### config.mk
export PLATFORM = sky130hd
export DESIGN_NAME = relu_requant_buffer_flat
export DESIGN_NICKNAME = d
export VERILOG_FILES = /design/src/rtl/nn_pkg.sv /design/src/rtl/relu_requant_buffer_if.sv /design/src/rtl/relu_requant_core.sv /design/src/rtl/relu_requant_buffer.sv /design/src/flat_wrapper.sv
export SDC_FILE = /design/constraint.sdc
export NUM_CORES = 1
export LEC_CHECK = 0
export ABC_CLOCK_PERIOD_IN_PS = 2750
export BUFFER_PORTS_ARGS = -buffer_cell sky130_fd_sc_hd__buf_4
export CAP_MARGIN = 25
export CORE_UTILIZATION = 50
export CTS_BUF_LIST = sky130_fd_sc_hd__clkbuf_2
export DETAILED_ROUTE_END_ITERATION = 6
export PLACE_DENSITY = 0.76
export SLEW_MARGIN = 40
export SYNTH_ARGS = -nofsm -noshare
export SYNTH_HDL_FRONTEND = slang
export SYNTH_HIERARCHICAL = 1
export SYNTH_SLANG_ARGS = --single-unit
### constraint.sdc
create_clock -name clk -period 2.75 [get_ports clk]
set_input_delay 0.55 -clock clk [delete_from_list [all_inputs] [get_ports clk]]
set_output_delay 0.55 -clock clk [all_outputs]
set_load 0.1 [all_outputs]
### src/rtl/nn_pkg.sv
// Shared defaults, saturation limits and value types for the neuron datapath
// and the ReLU/requantization buffer that follows it.
package nn_pkg;

  localparam int ACC_W = 32;
  localparam int OUT_W = 16;
  localparam int N_OUT = 20;
  localparam int SHIFT = 8;

  localparam int OUT_MAX = (2 ** (OUT_W - 1)) - 1;
  localparam int OUT_MIN = -(2 ** (OUT_W - 1));

  typedef logic signed [ACC_W-1:0] acc_t;
  typedef logic signed [OUT_W-1:0] act_t;

endpackage

### src/rtl/relu_requant_buffer_if.sv
// Serial sum input link and packed result vector output of relu_requant_buffer.
// master = sum producer / vector consumer, slave = the buffer itself.
interface relu_requant_buffer_if
  import nn_pkg::*;
#(
  parameter int ACC_W = nn_pkg::ACC_W,
  parameter int OUT_W = nn_pkg::OUT_W,
  parameter int N_OUT = nn_pkg::N_OUT
) ();

  logic                   acc_valid;
  logic                   acc_ready;
  logic [ACC_W-1:0]       acc_data;
  logic                   vec_valid;
  logic                   vec_ack;
  logic [N_OUT*OUT_W-1:0] vec_data;

  modport master (
    output acc_valid,
    output acc_data,
    output vec_ack,
    input  acc_ready,
    input  vec_valid,
    input  vec_data
  );

  modport slave (
    input  acc_valid,
    input  acc_data,
    input  vec_ack,
    output acc_ready,
    output vec_valid,
    output vec_data
  );

endinterface

### src/rtl/relu_requant_core.sv
// Combinational datapath for one value: activation (ReLU, or leaky ReLU when
// LEAKY_RELU_EN is defined) and round / arithmetic shift / saturate to OUT_W.
module relu_requant_core
  import nn_pkg::*;
#(
  parameter int ACC_W = nn_pkg::ACC_W,
  parameter int OUT_W = nn_pkg::OUT_W,
  parameter int SHIFT = nn_pkg::SHIFT
) (
  input  logic signed [ACC_W-1:0] i_x,
  output logic signed [ACC_W-1:0] o_act,
  input  logic signed [ACC_W-1:0] i_a,
  output logic signed [OUT_W-1:0] o_y
);

  localparam int RSH = (SHIFT > 0) ? SHIFT - 1 : 0;
  localparam logic signed [ACC_W:0] RND =
    (SHIFT > 0) ? ({{ACC_W{1'b0}}, 1'b1} << RSH) : '0;
  localparam logic signed [ACC_W:0] SAT_MAX = (ACC_W + 1)'((2 ** (OUT_W - 1)) - 1);
  localparam logic signed [ACC_W:0] SAT_MIN = (ACC_W + 1)'(-(2 ** (OUT_W - 1)));

  logic signed [ACC_W:0] w_ext;
  logic signed [ACC_W:0] w_sum;
  logic signed [ACC_W:0] w_shr;

  // Leaky slope of 1/8 is a floor shift, so small negatives settle at -1, not 0
  always_comb begin
`ifdef LEAKY_RELU_EN
    o_act = i_x[ACC_W-1] ? (i_x >>> 3) : i_x;
`else
    o_act = i_x[ACC_W-1] ? '0 : i_x;
`endif
  end

  // One guard bit so the rounding add on the largest positive sum stays positive
  always_comb begin
    w_ext = {i_a[ACC_W-1], i_a};
    w_sum = w_ext + RND;
    w_shr = w_sum >>> SHIFT;
    if (w_shr > SAT_MAX) begin
      o_y = OUT_W'(SAT_MAX);
    end else if (w_shr < SAT_MIN) begin
      o_y = OUT_W'(SAT_MIN);
    end else begin
      o_y = OUT_W'(w_shr);
    end
  end

endmodule

### src/rtl/relu_requant_buffer.sv
// Collects N_OUT serial neuron sums, activates and requantizes each one, and
// presents them as one packed vector for the next layer. Option: LEAKY_RELU_EN.
module relu_requant_buffer
  import nn_pkg::*;
#(
  parameter int N_OUT = nn_pkg::N_OUT,
  parameter int ACC_W = nn_pkg::ACC_W,
  parameter int OUT_W = nn_pkg::OUT_W,
  parameter int SHIFT = nn_pkg::SHIFT
) (
  input logic                  clk,
  input logic                  rst,
  relu_requant_buffer_if.slave bus
);

  localparam int CW = $clog2(N_OUT + 1);
  localparam int IW = (N_OUT > 1) ? $clog2(N_OUT) : 1;

  logic [CW-1:0]           r_accCnt;
  logic [IW-1:0]           r_wrIdx;
  logic                    r_accReady;
  logic                    r_vecValid;
  logic                    r_s1Valid;
  logic signed [ACC_W-1:0] r_s1Act;
  logic [N_OUT*OUT_W-1:0]  r_vecData;

  logic                    w_xfer;
  logic                    w_lastWrite;
  logic [CW-1:0]           w_accCntNext;
  logic                    w_vecValidNext;
  logic signed [ACC_W-1:0] w_act;
  logic signed [OUT_W-1:0] w_y;

  relu_requant_core #(
    .ACC_W (ACC_W),
    .OUT_W (OUT_W),
    .SHIFT (SHIFT)
  ) u_core (
    .i_x   (bus.acc_data),
    .o_act (w_act),
    .i_a   (r_s1Act),
    .o_y   (w_y)
  );

  assign w_xfer      = bus.acc_valid && r_accReady;
  assign w_lastWrite = r_s1Valid && (r_wrIdx == IW'(N_OUT - 1));

  // The last write never coincides with a transfer: acc_cnt is already full then
  always_comb begin
    w_accCntNext   = r_accCnt;
    w_vecValidNext = r_vecValid;
    if (w_lastWrite) begin
      w_accCntNext   = '0;
      w_vecValidNext = 1'b1;
    end else begin
      if (w_xfer) begin
        w_accCntNext = r_accCnt + 1'b1;
      end
      if (r_vecValid && bus.vec_ack) begin
        w_vecValidNext = 1'b0;
      end
    end
  end

  // Ready is registered from next-state values, so acc_valid never reaches it combinationally
  always_ff @(posedge clk) begin
    if (rst) begin
      r_accCnt   <= '0;
      r_wrIdx    <= '0;
      r_accReady <= 1'b0;
      r_vecValid <= 1'b0;
      r_s1Valid  <= 1'b0;
      r_s1Act    <= '0;
      r_vecData  <= '0;
    end else begin
      r_accCnt   <= w_accCntNext;
      r_vecValid <= w_vecValidNext;
      r_accReady <= !w_vecValidNext && (w_accCntNext < CW'(N_OUT));
      r_s1Valid  <= w_xfer;
      if (w_xfer) begin
        r_s1Act <= w_act;
      end
      if (r_s1Valid) begin
        r_vecData[int'(r_wrIdx) * OUT_W +: OUT_W] <= w_y;
        r_wrIdx <= w_lastWrite ? '0 : r_wrIdx + 1'b1;
      end
    end
  end

  assign bus.acc_ready = r_accReady;
  assign bus.vec_valid = r_vecValid;
  assign bus.vec_data  = r_vecData;

endmodule

### src/flat_wrapper.sv
// flat-port wrapper written by rule: the top's interface ports become plain ports
module relu_requant_buffer_flat import nn_pkg::*;
#(
  parameter int N_OUT = nn_pkg::N_OUT,
  parameter int ACC_W = nn_pkg::ACC_W,
  parameter int OUT_W = nn_pkg::OUT_W,
  parameter int SHIFT = nn_pkg::SHIFT
)
  (clk, rst, bus_acc_valid, bus_acc_data, bus_vec_ack, bus_acc_ready, bus_vec_valid, bus_vec_data);
  relu_requant_buffer_if #(.ACC_W(ACC_W), .OUT_W(OUT_W), .N_OUT(N_OUT)) bus_i ();
  input logic clk;
  input logic rst;
  input wire logic [$bits(bus_i.acc_valid)-1:0] bus_acc_valid;
  input wire logic [$bits(bus_i.acc_data)-1:0] bus_acc_data;
  input wire logic [$bits(bus_i.vec_ack)-1:0] bus_vec_ack;
  output wire logic [$bits(bus_i.acc_ready)-1:0] bus_acc_ready;
  output wire logic [$bits(bus_i.vec_valid)-1:0] bus_vec_valid;
  output wire logic [$bits(bus_i.vec_data)-1:0] bus_vec_data;
  assign bus_i.acc_valid = bus_acc_valid;
  assign bus_i.acc_data = bus_acc_data;
  assign bus_i.vec_ack = bus_vec_ack;
  assign bus_acc_ready = bus_i.acc_ready;
  assign bus_vec_valid = bus_i.vec_valid;
  assign bus_vec_data = bus_i.vec_data;
  relu_requant_buffer #(.N_OUT(N_OUT), .ACC_W(ACC_W), .OUT_W(OUT_W), .SHIFT(SHIFT)) u_core (.clk(clk), .rst(rst), .bus(bus_i));
endmodule
Word level (Yosys, flattened, before mapping) --
Cells that the tools add are included.
Storage, ports and cells: bits in registers 364, bits in latches 0, bits in writable memories 0, bits in read-only memories 0, input bits 36, logic and storage cells 31, memories 0
Cells by class: $add $sub $neg 4, multipliers 0, div/mod/pow operators 0, order comparisons 3, eq/ne operators 1, shifts and indexed selects 2, multiplexer cells 9, bitwise operators 0, reductions and logical operators 5
Operator list (count):
- bitwise mux 320 bit | 1
- variable shift 16 x 33 -> 320 bit, first input constant | 1
- variable part select 16 x 33 -> 320 bit | 1
- negation 9 -> 33 bit | 1
- adder 31 x 8 -> 32 bit, second input constant | 1
- 2-to-1 mux 16 bit | 2
- 2-to-1 mux 31 bit | 1
- < comparator 25 x 16 -> 1 bit, second input constant | 1
- > comparator 24 x 15 -> 1 bit, second input constant | 1
- 2-to-1 mux 5 bit | 3
- adder 5 x 1 -> 5 bit, second input constant | 2
- equality test 5 bit, second input constant | 1
- < comparator 5 bit, second input constant | 1
- logical AND 1 bit | 4
- 2-to-1 mux 1 bit | 2
- zero test 1 bit | 1

Depth between registers and ports, before layout --
depth after elaboration 6, depth in mapped cells 15, gate-level depth less buffers 10

Modules after synthesis --
The synthesis kept the hierarchy.
By module, submodules not included:
- relu_requant_buffer | instances 1, cells each 1684, area each 14168.6 sq um, sequential area each 7307.0 sq um
- relu_requant_core | instances 1, cells each 141, area each 969.7 sq um, sequential area each 0.0 sq um

Least setup slack after synthesis --
OpenSTA, ideal clock, no wires.
kind register to register, start register u_core.r_wrIdx[0], end register u_core.r_vecData[226] (netlist: u_core/bus.vec_data[226]), library setup time 130 ps, arrival 2822 ps, required time 2620 ps, setup slack -202 ps, cell stages (with the launch flop) 14, path buffers 5, period minus slack after synthesis 2952 ps, cells stage by stage dfxtp_1 -> buf_4 -> inv_1 -> ha_1 -> buf_2 -> and2_1 -> ha_1 -> buf_2 -> clkinv_1 -> or4_1 -> clkbuf_1 -> clkbuf_1 -> nand3b_1 -> o21ai_0
Between the ends: word-level cells in the longest chain between the ends 3, elaborated cells on any way between the ends 4, classes of those cells 1 x add/sub; 2 x shift; 1 x mux
Ends and longest elaborated chain:
- start: declaration | RTL line relu_requant_buffer.sv:20 | logic [IW-1:0] r_wrIdx;
- start signal: assignment | RTL line relu_requant_buffer.sv:85 | r_wrIdx <= w_lastWrite ? '0 : r_wrIdx + 1'b1;
- negation 9 -> 33 bit (*) | RTL line relu_requant_buffer.sv:84 | r_vecData[int'(r_wrIdx) * OUT_W +: OUT_W] <= w_y;
- variable part select 16 x 33 -> 320 bit / variable shift 16 x 33 -> 320 bit (equally long branches) | RTL line relu_requant_buffer.sv:84
- bitwise mux 320 bit (*) | RTL line relu_requant_buffer.sv:84
- end signal: indexed assignment | RTL line relu_requant_buffer.sv:84
- end: declaration | RTL line relu_requant_buffer.sv:25 | logic [N_OUT*OUT_W-1:0] r_vecData;
Mark *: on every way between the ends. The rest lies on a longest branch, timed or not. A chain may end at the register's enable or synchronous reset.

Worst setup path after layout --
start register u_core.r_s1Act[21], end register u_core.r_vecData[93] (netlist: u_core/bus.vec_data[93])
Between the ends: word-level cells in the longest chain between the ends 6, elaborated cells on any way between the ends 7, classes of those cells 1 x add/sub; 2 x order compare; 1 x shift; 3 x mux
Ends and longest elaborated chain:
- start: declaration | RTL line relu_requant_buffer.sv:24 | logic signed [ACC_W-1:0] r_s1Act;
- start signal: assignment | RTL line relu_requant_buffer.sv:81 | r_s1Act <= w_act;
- adder 31 x 8 -> 32 bit (*) | RTL line relu_requant_core.sv:38 | w_sum = w_ext + RND;
- < comparator 25 x 16 -> 1 bit | RTL line relu_requant_core.sv:42 | end else if (w_shr < SAT_MIN) begin
- 2-to-1 mux 16 bit | RTL line relu_requant_core.sv:42
- 2-to-1 mux 16 bit (*) | RTL line relu_requant_core.sv:40 | if (w_shr > SAT_MAX) begin
- via u_core.w_y[15] | RTL line relu_requant_buffer.sv:32 | logic signed [OUT_W-1:0] w_y;
- variable part select 16 x 33 -> 320 bit (*) | RTL line relu_requant_buffer.sv:84
- bitwise mux 320 bit (*) | RTL line relu_requant_buffer.sv:84
The timed path passes the listed nets; every way through them passes the cells marked *.

==> flow_metrics.env <==
export IMPL_vdd_drop_max_mv=0.291
export IMPL_design_core_area_um2=29000
export IMPL_die_h_um=174
export IMPL_hold_path_class="in -> reg"
export IMPL_grt_pass1_wl_mm=76.3
export IMPL_worstHoldStart="bus_acc_data[27]"
export IMPL_clockRootBuffer="clkbuf_2"
export IMPL_grtUsageTotal_pct=31.8
export IMPL_cpPeakStageDelay_ns=0.39
export IMPL_detailed_place_hpwl_mm=33.9
export IMPL_port_buffers=350
export IMPL_critPathSlowestCell="or3_4"
export IMPL_die_width_um=174
export IMPL_cts_buffers=88
export IMPL_drt_initial_drc_count=1499
export IMPL_cp_required_ns=3.52
export IMPL_fin_nets=2239
export IMPL_p_total_w=0.00993
export IMPL_fin_crit_ns=2.67
export IMPL_slew_violations=0
export IMPL_cp_top_family="simple AND/OR/NAND/NOR gates"
export IMPL_reg2reg_from="u_core/r_s1Act[21]$_SDFFE_PP0P_"
export IMPL_cp_max_fo=15
export IMPL_drt_pass1_iterations=5
export IMPL_grt_setup_unrepaired="yes"
export IMPL_cts_num_sinks=358
export IMPL_max_freq_ghz=0.374
export IMPL_vias=14882
export IMPL_ys_warn_count=6
export IMPL_grt_max_degree=231
export IMPL_drive_gt1_share_pct=30.5
export IMPL_dieArea_um2=30400
export IMPL_htreeDepth=3
export IMPL_routabilityCongestion=0.919
export IMPL_clk_latency_ns=0.91
export IMPL_slew_limit_headroom_pct=38.0
export IMPL_grt_pass1_vias=13905
export IMPL_path_clk_slew_ns=0.10
export IMPL_avgSynthCellArea_um2=8.31
export IMPL_wl_mm=50.3
export IMPL_fp_row_count=62
export IMPL_io_pins=358
export IMPL_endpoint_kind="register"
export IMPL_worstPathCellList="nand4_1 > or2_4 > nor4_4 > buf_4 > a21boi_4 > a21boi_1 > buf_12 > o22ai_4 > buf_6 > nand2_1 > or3_4 > a21oi_2"
export IMPL_critPathLaunch="u_core/r_s1Act[21]$_SDFFE_PP0P_"
export IMPL_cts_tree="built"
export IMPL_p_per_area_nw_per_um2=506
export IMPL_p_leak_nw=7.63
export IMPL_initial_core_util_pct=51.2
export IMPL_pre_cts_ws_ns=-0.149
export IMPL_post_dp_cell_area_um2=18600
export IMPL_grt_remaining_overflow=0
export IMPL_synth_nets=1831
export IMPL_timing_final_ws_setup_ns=0.0758
export IMPL_finalHoldViolCount=0
export IMPL_status="completed"
export IMPL_worst_setup_path_start_kind="register"
export IMPL_maxCapViolCount=0
export IMPL_fin_area_um2=19600
export IMPL_setup_viol=0
export IMPL_post_drt_wl_per_cell_um=19.1
export IMPL_synthesis_instances=1790
export IMPL_area_growth_syn_to_layout_pct=32.1
export IMPL_crit_type="reg -> reg"
export IMPL_viasPerCell=5.64
export IMPL_antenna_found_initial=1
export IMPL_netlist_area_um2=14900
export IMPL_fin_crit_sh_pct=97.2
export IMPL_worst_slew_pin_slew_ns=0.923
export IMPL_drc_errors=0
export IMPL_finClkSkew_ns=0.0611
export IMPL_ant_nets=0
export IMPL_arrival_ns=3.44
export IMPL_cts_max_path_buffers=3
export IMPL_critical_path_buf_inv_count=3
stage by stage:
step	hold WS (ns)	TNS [ns]	utilization [%]	cells
2_1_floorplan	0.461	0	-	1790
3_3_place_gp	0.440	-0.150	64.1	2479
3_5_place_dp	0.446	-1.78	64.1	2479
4_1_cts	0.000769	0	66.9	2628
5_1_grt	0.000637	-0.0867	67.7	2640
6_report	0.0446	0	67.7	2640
timing repair:
| action | 4_1_cts | 5_1_grt |
|---|---|---|
| endpoints found under the hold margin | 1 | 4 |
| setup buffers | 1 | 6 |
| pin swaps | 1 | 4 |
| gates resized for setup | 6 | 29 |
| setup endpoints to repair | 67 | 214 |
| hold buffers | 1 | 4 |
| gates cloned | 0 | 1 |
power by group:
part	total [W]	switching, W	leakage, nW	internal (W)
sequential	0.00522	0.0000193	2.89	0.00520
clock	0.00345	0.00209	0.573	0.00136
combinational	0.00126	0.000808	4.17	0.000453
registers in the layout (all words and copies together), names as in the netlist:
register and cells:
u_core/r_s1Valid 1, u_core/r_s1Act 25, u_core/bus.vec_valid 1, u_core/bus.acc_ready 1, u_core/r_wrIdx 5, u_core/bus.vec_data 320
u_core/r_accCnt 5
path summary, 6_finish.rpt:
path	slack (ns)	end	cells after the start
setup reg to reg	0.08	u_core/bus.vec_data[93]$_SDFFE_PP0P_	12
hold reg to reg	0.46	u_core/bus.vec_data[88]$_SDFFE_PP0P_	2
hold / removal	0.04	u_core/r_s1Act[27]$_SDFFE_PP0P_	4
setup / recovery	0.08	u_core/bus.vec_data[93]$_SDFFE_PP0P_	12
cell usage in the layout, fill, tap and decap left out, types with 4 or more instances in the layout:
cell,instances
xor2_1,12
ha_1,4
nand2b_1,118
and2_1,4
or3_1,10
clkinv_2,4
o22ai_2,13
nor2_1,26
buf_6,8
nor4_4,4
nand3b_1,117
buf_12,12
nand2_1,229
and3_1,8
buf_4,469
nor2b_1,29
clkinv_1,19
dlygate4sd3_1,5
o21ai_1,6
o21ai_0,211
nand3_1,131
nor3_1,9
nand4_1,86
a21oi_1,137
xnor2_1,13
dfxtp_1,350
dfxtp_2,6
o22ai_4,4
clkbuf_2,119
nor3_2,11
inv_1,7
o41ai_1,4
cell type report:
type,instances,area (um2)
inverter,8,31.3
tap,384,480
sequential,358,7180
antenna,1,2.50
timing repair buffer,496,3940
clock buffer,119,596
fill,2460,9370
clock inverter,28,179
multi-input combinational,1246,7230
metal layers:
layer  global-route usage [%]  vias to the layer above  wire length, um
met5                        0                        -                0
met4                     16.0                        0             2270
met3                     7.22                      148             4320
met2                     51.2                      684            23500
met1                     39.9                     6964            20300
li1                         -                     7086                -
worst min-delay path: cells and delay by family:
| kind | cells | cell delay [ns] |
|---|---|---|
| simple gates | 2 | 0.17 |
| compound gates | 1 | 0.05 |
| buf+inv | 1 | 0.10 |
Note: power is estimated with default switching activity, not from simulation.
